**config.mk**
```make
export PLATFORM = sky130hd
export DESIGN_NAME = neuron_mac_seq
export DESIGN_NICKNAME = d
export VERILOG_FILES = /design/src/rtl/nn_pkg.sv /design/src/rtl/sigmoid_lut.sv /design/src/rtl/neuron_mac_seq.sv
export SDC_FILE = /design/constraint.sdc
export NUM_CORES = 1
export LEC_CHECK = 0
export BUFFER_PORTS_ARGS = -buffer_cell sky130_fd_sc_hd__clkbuf_2
export CAP_MARGIN = 15
export CORE_MARGIN = 2
export CORE_UTILIZATION = 43
export DETAILED_ROUTE_END_ITERATION = 8
export SLEW_MARGIN = 20
export SYNTH_ARGS = -nofsm -noshare
export SYNTH_HDL_FRONTEND = slang
export SYNTH_SLANG_ARGS = --single-unit
```
**constraint.sdc**
```tcl
create_clock -name clk -period 18.1 [get_ports clk]
set_input_delay 1.81 -clock clk [delete_from_list [all_inputs] [get_ports clk]]
set_output_delay 1.81 -clock clk [all_outputs]
set_load 0.01 [all_outputs]
```
**src/rtl/nn_pkg.sv**
```systemverilog
// Shared definitions for the neuron datapath and the output layer: FSM
// state encoding, default widths and the accumulator-to-sum saturation.
package nn_pkg;

    // Phases of one vector: accumulate, saturate, LUT read, present result.
    typedef enum logic [1:0] {
        ST_ACC = 2'd0,
        ST_SAT = 2'd1,
        ST_LUT = 2'd2,
        ST_OUT = 2'd3
    } state_t;

    // Default widths shared by every neuron instance.
    localparam int DEF_IN_W       = 8;
    localparam int DEF_WEIGHT_W   = 8;
    localparam int DEF_ACC_W      = 32;
    localparam int DEF_SUM_W      = 16;
    localparam int DEF_LUT_ADDR_W = 8;
    localparam int DEF_OUT_W      = 8;

    // Clamp a sign-extended accumulator value into the signed sum_w range.
    // Callers keep the low sum_w bits of the result.
    function automatic longint saturate(input longint value, input int sum_w);
        longint hi;
        longint lo;
        hi = (longint'(1) <<< (sum_w - 1)) - longint'(1);
        lo = -(longint'(1) <<< (sum_w - 1));
        if (value > hi) begin
            return hi;
        end else if (value < lo) begin
            return lo;
        end
        return value;
    endfunction

endpackage

```
**src/rtl/sigmoid_lut.sv**
```systemverilog
// Sigmoid look-up table with a one-cycle registered read. The table contents
// are computed at elaboration with integer fixed-point arithmetic, so the ROM
// image needs no external file and stays in step with the width parameters.
module sigmoid_lut
    import nn_pkg::*;
#(
    parameter int LUT_ADDR_W = DEF_LUT_ADDR_W,
    parameter int OUT_W      = DEF_OUT_W,
    parameter int SUM_W      = DEF_SUM_W
) (
    input  logic                  clk,
    input  logic                  rst,
    input  logic [LUT_ADDR_W-1:0] addr,
    output logic [OUT_W-1:0]      data
);

    localparam int DEPTH  = 1 << LUT_ADDR_W;
    // Fraction bits of the fixed-point exponential.
    localparam int FRAC_W = 40;

    // Entry k holds round((2^OUT_W-1) / (1 + exp(-s_k))) where
    // s_k = (k*2^(SUM_W-LUT_ADDR_W) - 2^(SUM_W-1)) / 2^(SUM_W-4).
    // exp(|s_k|) comes from a Taylor series in Q.FRAC_W; the sign of s_k
    // selects which of the two equivalent fractions is evaluated so that
    // only exp of a non-negative argument is needed.
    function automatic longint sigmoid_entry(input int k);
        longint num;
        longint m;
        longint d;
        longint one;
        longint e;
        longint t;
        longint scale;
        longint a;
        longint b;
        bit     neg;
        one = longint'(1) <<< FRAC_W;
        num = (longint'(k) <<< (SUM_W - LUT_ADDR_W)) - (longint'(1) <<< (SUM_W - 1));
        neg = (num < 0);
        m   = neg ? -num : num;
        d   = longint'(1) <<< (SUM_W - 4);
        // Cancel common powers of two so the series products stay in range.
        for (int i = 0; i < 64; i++) begin
            if (d > 16 && (m % 2) == 0) begin
                m = m / 2;
                d = d / 2;
            end
        end
        e = one;
        t = one;
        for (int n = 1; n <= 60; n++) begin
            t = (t * m) / (d * longint'(n));
            e = e + t;
        end
        scale = (longint'(1) <<< OUT_W) - longint'(1);
        if (neg) begin
            a = scale * one;
        end else begin
            a = scale * e;
        end
        b = e + one;
        // Round half up.
        return (2 * a + b) / (2 * b);
    endfunction

    logic [OUT_W-1:0] rom [DEPTH];

    for (genvar k = 0; k < DEPTH; k++) begin : g_rom
        localparam logic [OUT_W-1:0] ENTRY = OUT_W'(sigmoid_entry(k));
        assign rom[k] = ENTRY;
    end

    // Registered read; output clears to 0 on reset.
    always_ff @(posedge clk or posedge rst) begin
        if (rst) begin
            data <= '0;
        end else begin
            data <= rom[addr];
        end
    end

endmodule

```
**src/rtl/neuron_mac_seq.sv**
```systemverilog
// Sequential hidden-layer neuron: streams N_INPUTS unsigned elements in
// through a valid/ready port, multiply-accumulates them against a loadable
// signed weight bank, adds the bias, saturates, and returns one sigmoid
// activation per vector through a valid/ready port.
//
// Handshakes: a transfer happens on a rising clock edge where valid and
// ready are both high. A source holds valid and data stable until the
// transfer; in_ready is high only in the accumulate phase, and out_valid
// with out_data stays asserted and unchanged until out_ready is seen.
module neuron_mac_seq
    import nn_pkg::*;
#(
    parameter int N_INPUTS   = 37,
    parameter int IN_W       = DEF_IN_W,
    parameter int WEIGHT_W   = DEF_WEIGHT_W,
    parameter int ACC_W      = DEF_ACC_W,
    parameter int SUM_W      = DEF_SUM_W,
    parameter int LUT_ADDR_W = DEF_LUT_ADDR_W,
    parameter int OUT_W      = DEF_OUT_W
) (
    input  logic                            clk,
    input  logic                            rst,
    input  logic                            in_valid,
    output logic                            in_ready,
    input  logic [IN_W-1:0]                 in_data,
    input  logic                            w_wr_en,
    input  logic [$clog2(N_INPUTS+1)-1:0]   w_wr_addr,
    input  logic [WEIGHT_W-1:0]             w_wr_data,
    output logic                            out_valid,
    input  logic                            out_ready,
    output logic [OUT_W-1:0]                out_data,
    output logic                            busy,
    output logic [1:0]                      fsm_state
);

    localparam int ADDR_W    = $clog2(N_INPUTS + 1);
    localparam int CNT_W     = $clog2(N_INPUTS);
    localparam int PROD_W    = IN_W + 1 + WEIGHT_W;
    localparam int ACC_MIN_W = IN_W + WEIGHT_W + $clog2(N_INPUTS) + 1;

    // The accumulator must hold a full vector of worst-case products, and
    // the saturation path sign-extends it into a 64-bit intermediate.
    if (ACC_W < ACC_MIN_W || ACC_W > 63) begin : g_acc_w_check
        $error("neuron_mac_seq: ACC_W=%0d outside [%0d, 63]", ACC_W, ACC_MIN_W);
    end

    state_t                     state;
    state_t                     state_next;
    logic [CNT_W-1:0]           count;
    logic signed [ACC_W-1:0]    acc;
    logic signed [WEIGHT_W-1:0] weights [N_INPUTS];
    logic signed [WEIGHT_W-1:0] bias;
    logic [LUT_ADDR_W-1:0]      lut_addr;
    logic                       in_hs;
    logic                       last_elem;
    logic signed [PROD_W-1:0]   prod;
    logic [SUM_W-1:0]           sat_sum;
    logic [SUM_W-1:0]           sat_offset;
    logic [CNT_W-1:0]           w_idx;

    assign in_hs     = in_valid && in_ready;
    assign last_elem = (count == CNT_W'(N_INPUTS - 1));
    assign w_idx     = w_wr_addr[CNT_W-1:0];
    assign fsm_state = state;

    // The product reads the weight register before any same-cycle write
    // lands, so a write to weight[count] only affects later vectors.
    assign prod = $signed({1'b0, in_data}) * weights[count];

    // Bias joins in the saturate phase, so a bias write during accumulation
    // still applies to the vector in flight.
    assign sat_sum    = SUM_W'(saturate(longint'(acc) + longint'(bias), SUM_W));
    // Flipping the sign bit turns two's complement into offset binary.
    assign sat_offset = sat_sum ^ {1'b1, {(SUM_W-1){1'b0}}};

    // State register.
    always_ff @(posedge clk or posedge rst) begin
        if (rst) begin
            state <= ST_ACC;
        end else begin
            state <= state_next;
        end
    end

    // Next-state decode: accumulate until the last element, one cycle each
    // for saturate and LUT read, then hold the result until it is taken.
    always_comb begin
        state_next = state;
        case (state)
            ST_ACC: begin
                if (in_hs && last_elem) begin
                    state_next = ST_SAT;
                end
            end
            ST_SAT: state_next = ST_LUT;
            ST_LUT: state_next = ST_OUT;
            ST_OUT: begin
                if (out_ready) begin
                    state_next = ST_ACC;
                end
            end
            default: state_next = ST_ACC;
        endcase
    end

    // Output decode; in_ready is forced low while reset is held.
    always_comb begin
        in_ready  = 1'b0;
        out_valid = 1'b0;
        busy      = 1'b0;
        in_ready  = (state == ST_ACC) && !rst;
        out_valid = (state == ST_OUT);
        busy      = (state != ST_ACC) || (count != '0);
    end

    // Accumulator, element counter and LUT address register.
    always_ff @(posedge clk or posedge rst) begin
        if (rst) begin
            acc      <= '0;
            count    <= '0;
            lut_addr <= '0;
        end else begin
            case (state)
                ST_ACC: begin
                    if (in_hs) begin
                        acc <= acc + $signed({{(ACC_W-PROD_W){prod[PROD_W-1]}}, prod});
                        if (!last_elem) begin
                            count <= count + CNT_W'(1);
                        end
                    end
                end
                ST_SAT: begin
                    lut_addr <= sat_offset[SUM_W-1 -: LUT_ADDR_W];
                end
                ST_OUT: begin
                    if (out_ready) begin
                        acc   <= '0;
                        count <= '0;
                    end
                end
                default: begin
                end
            endcase
        end
    end

    // Weight and bias bank; writes land in any state, out-of-range
    // addresses are dropped.
    always_ff @(posedge clk or posedge rst) begin
        if (rst) begin
            for (int i = 0; i < N_INPUTS; i++) begin
                weights[i] <= '0;
            end
            bias <= '0;
        end else if (w_wr_en) begin
            if (w_wr_addr < ADDR_W'(N_INPUTS)) begin
                weights[w_idx] <= w_wr_data;
            end else if (w_wr_addr == ADDR_W'(N_INPUTS)) begin
                bias <= w_wr_data;
            end
        end
    end

    sigmoid_lut #(
        .LUT_ADDR_W(LUT_ADDR_W),
        .OUT_W     (OUT_W),
        .SUM_W     (SUM_W)
    ) u_sigmoid_lut (
        .clk (clk),
        .rst (rst),
        .addr(lut_addr),
        .data(out_data)
    );

endmodule

```
; Word-level counts from Yosys, hierarchy flattened
; Memories as Yosys holds them, arrays and structs flattened. A register that Yosys moved wholly into a read port is not among the register bits.
; Index checks and enable logic that the tools add are counted.
[op_classes]
addsub = 3
magnitude_cmp = 6
n_eq_ne = 9
n_reduce_logical = 15
mul = 1
bitwise = 5
muxes = 21
[ops]
columns = op, n
row1 = 296-bit bitwise mux, 1
row2 = 32-bit 2-to-1 mux, 2
row3 = 32-bit case mux with 2 select lines, 1
row4 = 8-bit binary-select mux with 6-bit select, 1
row5 = 8-bit demux with 6-bit select, 1
row6 = 16-bit 2-to-1 mux, 3
row7 = 32-bit by 8-bit adder with 33-bit output, 1
row8 = 33-bit by 16-bit > comparator with 1-bit output (second input constant), 1
row9 = 33-bit by 16-bit < comparator with 1-bit output (second input constant), 1
row10 = 32-bit by 17-bit adder with 32-bit output, 1
row11 = 8-bit 2-to-1 mux, 3
row12 = 6-bit 2-to-1 mux, 3
row13 = 9-bit by 8-bit multiplier with 17-bit output, 1
row14 = 7-bit >= comparator (second input constant), 2
row15 = 6-bit inverter with 7-bit output, 2
row16 = 6-bit equality test (second input constant), 2
row17 = 6-bit case mux with 2 select lines, 1
row18 = 8-bit inverter with 9-bit output, 1
row19 = 2-bit case mux with 4 select lines, 1
row20 = 7-bit by 1-bit < comparator with 1-bit output (second input constant), 1
row21 = 6-bit by 1-bit adder with 6-bit output (second input constant), 1
row22 = 6-bit < comparator (second input constant), 1
row23 = 2-bit inequality test (second input constant), 3
row24 = 3-bit AND reduction, 2
row25 = 14 further kinds, 23
[word_totals]
output_inout_bits = 13
romBits = 2048
input_bits = 27
register_bits = 352
elab_cells = 103
n_memories = 1
[mem_list]
columns = memory, words, word_bits, rd, rd_ports_with_merged_regs, write_ports, line_no
row1 = (name not given), 256, 8, 1, 1, 0, sigmoid_lut.sv:78  ; data <= rom[addr];

; Longest topological paths before layout
[logic_depth]
word_depth = 8
depth_mapped = 29
ltp_nobuf = 26

; Modules after synthesis
; A second synthesis with hierarchy kept.
[hier_totals]
cells_unflattened = 1935
area_unflattened_um2 = 23068.4
[by_module_without_submodules]
columns = mod, instances, seq_area_each_um2, area_per_inst_um2, cells_per_inst
row1 = neuron_mac_seq, 1, 8808.4, 21625.7, 1730
row2 = sigmoid_lut, 1, 200.2, 1442.6, 205

; Worst setup path after synthesis
; No wires, ideal clock.
[synth_path]
kind = register to register
startpoint = register count[1]
endpoint = register acc[30]
arrival_ns = 7.537
path_stages_with_launch = 27
synth_period_minus_slack_ns = 7.658
path_buffers = 3
slack_ns = 10.442
t_required_ns = 17.979
setup_ns = 0.121
cell_sequence = dfrtp_1 -> clkbuf_1 -> clkbuf_1 -> clkbuf_1 -> mux4_2 -> mux4_2 -> inv_1 -> o32ai_1 -> and2_1 -> fa_1 -> inv_1 -> fa_1 -> inv_1 -> fa_1 -> fa_1 -> fa_1 -> ha_1 -> a21oi_1 -> o21bai_1 -> a21oi_1 -> o21ai_0 -> a21oi_1 -> o31a_1 -> nor3_1 -> a2111oi_0 -> xnor2_1 -> a22o_1
[synth_between]
elab_chain_cells = 8
[synth_lines]
columns = element, line_no
row1 = from (decl), neuron_mac_seq.sv:49  ; logic [CNT_W-1:0] count;
row2 = from (signal assigned), neuron_mac_seq.sv:128  ; count <= count + CNT_W'(1);
row3 = 6-bit inverter with 7-bit output (not written as such), neuron_mac_seq.sv:68  ; assign prod = $signed({1'b0, in_data}) * weights[count];
row4 = 8-bit binary-select mux with 6-bit select, neuron_mac_seq.sv:68
row5 = 8-bit 2-to-1 mux (not written as such) (2 in series), neuron_mac_seq.sv:68
row6 = 9-bit by 8-bit multiplier with 17-bit output, neuron_mac_seq.sv:68
row7 = 32-bit by 17-bit adder with 32-bit output, neuron_mac_seq.sv:126  ; acc <= acc + $signed({{(ACC_W-PROD_W){prod[PROD_W-1]}}, prod});
row8 = 32-bit 2-to-1 mux, neuron_mac_seq.sv:125  ; if (in_hs) begin
row9 = 32-bit case mux with 2 select lines, neuron_mac_seq.sv:123  ; case (state)
row10 = to (signal assigned), neuron_mac_seq.sv:126
row11 = to (decl), neuron_mac_seq.sv:50  ; logic signed [ACC_W-1:0] acc;
; Every way passes these cells. The select of a mux whose other input is x is not followed.
; A chain may end at the register's enable or synchronous reset.

; Final worst setup path
[layout_path]
startpoint = register count[0]
endpoint = register acc[30]
; Same word-level chain as after synthesis.

==> out/metrics.csv <==
stage,metric,value,unit
status,status,"finished, final reports clean",
setup_path,crit path cell chain,"buf_4, mux4_2, mux4_2, a31oi_1, or2_2, fa_1, fa_1, inv_1, fa_1, fa_1, fa_1, ha_1, a21oi_1, o21bai_1, a21oi_1, o21ai_0, a21oi_1, o31a_1, nor3_1, a2111oi_0, xnor2_1, a22o_1",
sta,setup ws final,8.91,ns
grt,overall routing resource usage,20.4,%
grt,first-pass GRT wire length,88.0,mm
power,Lkg Pwr,12.1,nW
power,clock network power share,29.2,%
power,PwrDens,123,mW/mm^2
die,Core Area,0.0524,sq mm
placed_design,placed cell areas,0.0235,sq mm
die,Die ar.,0.0548,sq mm
setup_path,R2R Setup Slk,8.91,ns
drt,vias per cell,5.75,
grt,GRT overflow,0,
sta,Tightest Pin Transition,1.17,ns
clock_tree,TritonCTS buffer count,42,
setup_path,"Buf+Inv Stages, Crit Path",2,
final_layout,register area,0.00902,sq mm
power,Max VDD drop,92.4,uV
sta,RSZ-0062 raised after global routing,false,
power,Int Power,1.97,mW
power,Gate power share,37.0,%
setup_path,"CP delay by family, top",compound AO/OA/AOI/OAI gates,
final_layout,fill count,4674,
sta,Final Max Tran Viols,0,
final_layout,Final Cell Area,0.0250,sq mm
final_layout,antenna cells,0,
final_layout,proportion of layout cells with a drive suffix above 1,28.2,%
clock_tree,Clock Path Buffers,3,
power,NetSw,1.12,mW
clock_tree,clk slew on worst S/H paths,0.06,ns
synthesis,ys async rst share,100,%
final_layout,area taken by multi-input logic gates,0.0130,sq mm
placed_design,"worst slack, placed",8.82,ns
final_layout,area grow syn2layout,10.1,%
synthesis,count of cell types in the netlist,79,
sta,fin crit share,50.8,%
synthesis,ys flop type,dfrtp_1,
synthesis,synth warn,0,
synthesis,sequential area share after synthesis,39.6,%
sta,setup violators final,0,
drt,wire length per cell,20.5,um
clock_tree,CTS root buffer,clkbuf_16,
drt,DRT iter0 DRCs,876,
sta,min Tclk post-route,9.19,ns
synthesis,#FFs+latches synth,360,
hold_path,Hold Crit Class,flop to flop,
setup_path,RR Endpoint,acc[30]$_DFFE_PP0P_,
setup_path,"most used cell, CP",fa_1,
sta,fmax,109,MHz
power,Seq pwr share,33.8,%
hold_path,WHS Path Cells,1,
sta,final hold violation count,0,
drt,drt pass-1 iters,6,
placed_design,I/O Buffers,39,
placed_design,Placer Congestion,0.829,
die,# IOs,40,
final_layout,final net count,2148,
die,die height,234,um
clock_tree,Max H-tree Level,2,
final_layout,Final Util,47.8,%
hold_path,hold path startpoint,weights[22]$_DFFE_PP0P_,
drt,Final ANT Viol Nets,0,
setup_path,Worst path slowest cell,dfrtp_4,
synthesis,syn nets,2158,
sta,setup TNS,0,ns
grt,vias in the first global route,15900,
die,# rows,84,
grt,largest net degree at the start of global routing,190,
clock_tree,Post-CTS Setup Repair Bufs,0,
job,Max-Cap Viols,0,
synthesis,"Avg Cell Area, Syn",11.8,sq um
drt,DRC viols,0,
setup_path,startpoint types,flop,
placed_design,DP Wirelength,37.1,mm
clock_tree,post_cts resized,0,
power,Sw Ratio,36.2,%
setup_path,Crit Path Class,flop to flop,
setup_path,WP data arrival,9.66,ns
setup_path,critical path peak fanout,40,
setup_path,Worst path max stage delay,0.90,ns
drt,WL final,54.1,mm
hold_path,WHS Endpoint,weights[22]$_DFFE_PP0P_,
setup_path,Reg2Reg Launch Point,count[0]$_DFFE_PP0P_,
sta,Slew headroom,21.5,%
clock_tree,clock sink count,360,
setup_path,R2R depth,22,
clock_tree,CTS tree,done,
grt,antenna violations before repair,0,
synthesis,Synth Cell Area,0.0228,sq mm
die,die extent in x,234,um
setup_path,WP data required,18.57,ns
die,Initial Utilization,43.4,%
synthesis,Syn Inst Count,1922,
setup_path,Worst Setup End Kind,flop,
synthesis,Post-synth EDFFs,0,
clock_tree,"Clk Latency, worst-skew pair",0.58,ns
drt,DR vias,15100,
clock_tree,cts hold-fix bufs,0,
sta,final clock skew,0.0174,ns
worst max-delay path by stage:
stage / startpoint / to / slack [ns] / cells past startpoint
2_1_floorplan: rst / acc[0]$_DFFE_PP0P_ / 6.30 / 1
3_3_place_gp: count[0]$_DFFE_PP0P_ / acc[30]$_DFFE_PP0P_ / 8.98 / 22
3_5_place_dp: count[0]$_DFFE_PP0P_ / acc[30]$_DFFE_PP0P_ / 8.82 / 22
4_1_cts: count[0]$_DFFE_PP0P_ / acc[30]$_DFFE_PP0P_ / 8.80 / 22
5_1_grt: count[0]$_DFFE_PP0P_ / acc[30]$_DFFE_PP0P_ / 8.27 / 22
6_report: count[0]$_DFFE_PP0P_ / acc[30]$_DFFE_PP0P_ / 8.91 / 22
placed cells by master, fill, tap and decap left out, types with 19 or more instances in the layout:
| cell | n |
|---|---|
| o21ai_0 | 76 |
| fa_1 | 53 |
| clkbuf_2 | 39 |
| mux2_2 | 306 |
| nor3_1 | 21 |
| inv_1 | 103 |
| mux4_2 | 90 |
| dfrtp_1 | 358 |
| nand3_1 | 20 |
| a22o_1 | 21 |
| a21oi_1 | 71 |
| and2_1 | 36 |
| ha_1 | 156 |
| clkbuf_16 | 42 |
| xnor2_1 | 32 |
| a21o_1 | 22 |
| a211oi_1 | 19 |
| nand2_1 | 98 |
| nor2_1 | 103 |
registers in the layout, summed over array words and instances (netlist names):
| register | flops |
|---|---|
| count | 6 |
| fsm_state | 2 |
| bias | 8 |
| lut_addr | 8 |
| u_sigmoid_lut.data | 8 |
| acc | 32 |
| weights | 296 |
synthesized netlist by cell type (all sizes together), types with 9 or more instances:
cell    count  area, sq um
clkbuf     90          338
a21o       22          165
and3       10         67.6
fa         53         1060
xnor2      32          280
a221oi     10         87.6
o22ai      11         75.1
buf        14         63.8
o21bai      9         67.6
nand4      11         68.8
nor2      105          394
ha        156         1950
nor2b      17          106
and2       36          225
a31oi      11         68.8
mux4       90         2030
o21ai      78          394
mux2      306         3450
inv       105          394
a21oi      71          355
nand2      99          374
dfrtp     360         9010
nand2b     17          106
nand3      20          100
nor3       21          105
a22o       21          184
a211oi     19          143
xor2       11         96.3
power by group through the flow:
stage	sequential, mW	combinational, mW	clock [mW]
after floorplan	0.977	0.937	0
after global placement	1.05	1.12	0
after detailed placement	1.06	1.14	0
after CTS	1.04	1.15	0.926
after global routing	1.06	1.28	0.962
final	1.04	1.14	0.903
per-stage QoR:
stage / power, mW / cells / hold slack, ns
floorplan: 1.91 / 1922 / 0.431
global placement: 2.17 / 2555 / 0.482
detailed placement: 2.20 / 2555 / 0.490
CTS: 3.12 / 2632 / 0.503
global route: 3.30 / 2633 / 0.508
finish: 3.09 / 2633 / 0.500
layout make-up:
type                    count  share of cell area, %
multi-input cells        1353                   51.8
flip-flops and latches    360                   36.0
clock inverters            21                   1.17
repair buffers             50                   1.24
inverters                 105                   1.60
well taps                 688                   3.44
clock buffers              56                   4.77
per-layer routing:
metal | up-vias | GRT usage [%] | wire length (um)
met4 | 0 | 5.50 | 1330
li1 | 7009 | - | -
met2 | 260 | 34.6 | 26300
met1 | 7786 | 27.5 | 24300
met5 | - | 0 | 0
met3 | 74 | 3.06 | 2180
worst reg2reg max path, stage by stage, from the launching register on:
cell and delay, ns:
dfrtp_4 0.90, buf_4 0.79, mux4_2 0.63, mux4_2 0.52, a31oi_1 0.76, or2_2 0.26
fa_1 0.41, fa_1 0.55, inv_1 0.06, fa_1 0.50, fa_1 0.57, fa_1 0.43
ha_1 0.35, a21oi_1 0.21, o21bai_1 0.09, a21oi_1 0.24, o21ai_0 0.23, a21oi_1 0.42
o31a_1 0.28, nor3_1 0.08, a2111oi_0 0.49, xnor2_1 0.11, a22o_1 0.20
cell families (layout without fill, tap and decap cells):
family | after synthesis | in the layout | synth area share [%]
adders and majority gates | 210 | 210 | 13.3
xor gates and xnor gates | 43 | 43 | 1.65
AOI/OAI and AO/OA | 321 | 321 | 9.44
and+or+nand+nor | 378 | 378 | 8.27
buffers and inverters | 209 | 232 | 3.50
DFF | 360 | 360 | 39.6
muxes | 401 | 401 | 24.3
Note: power is estimated with default switching activity, not from simulation.
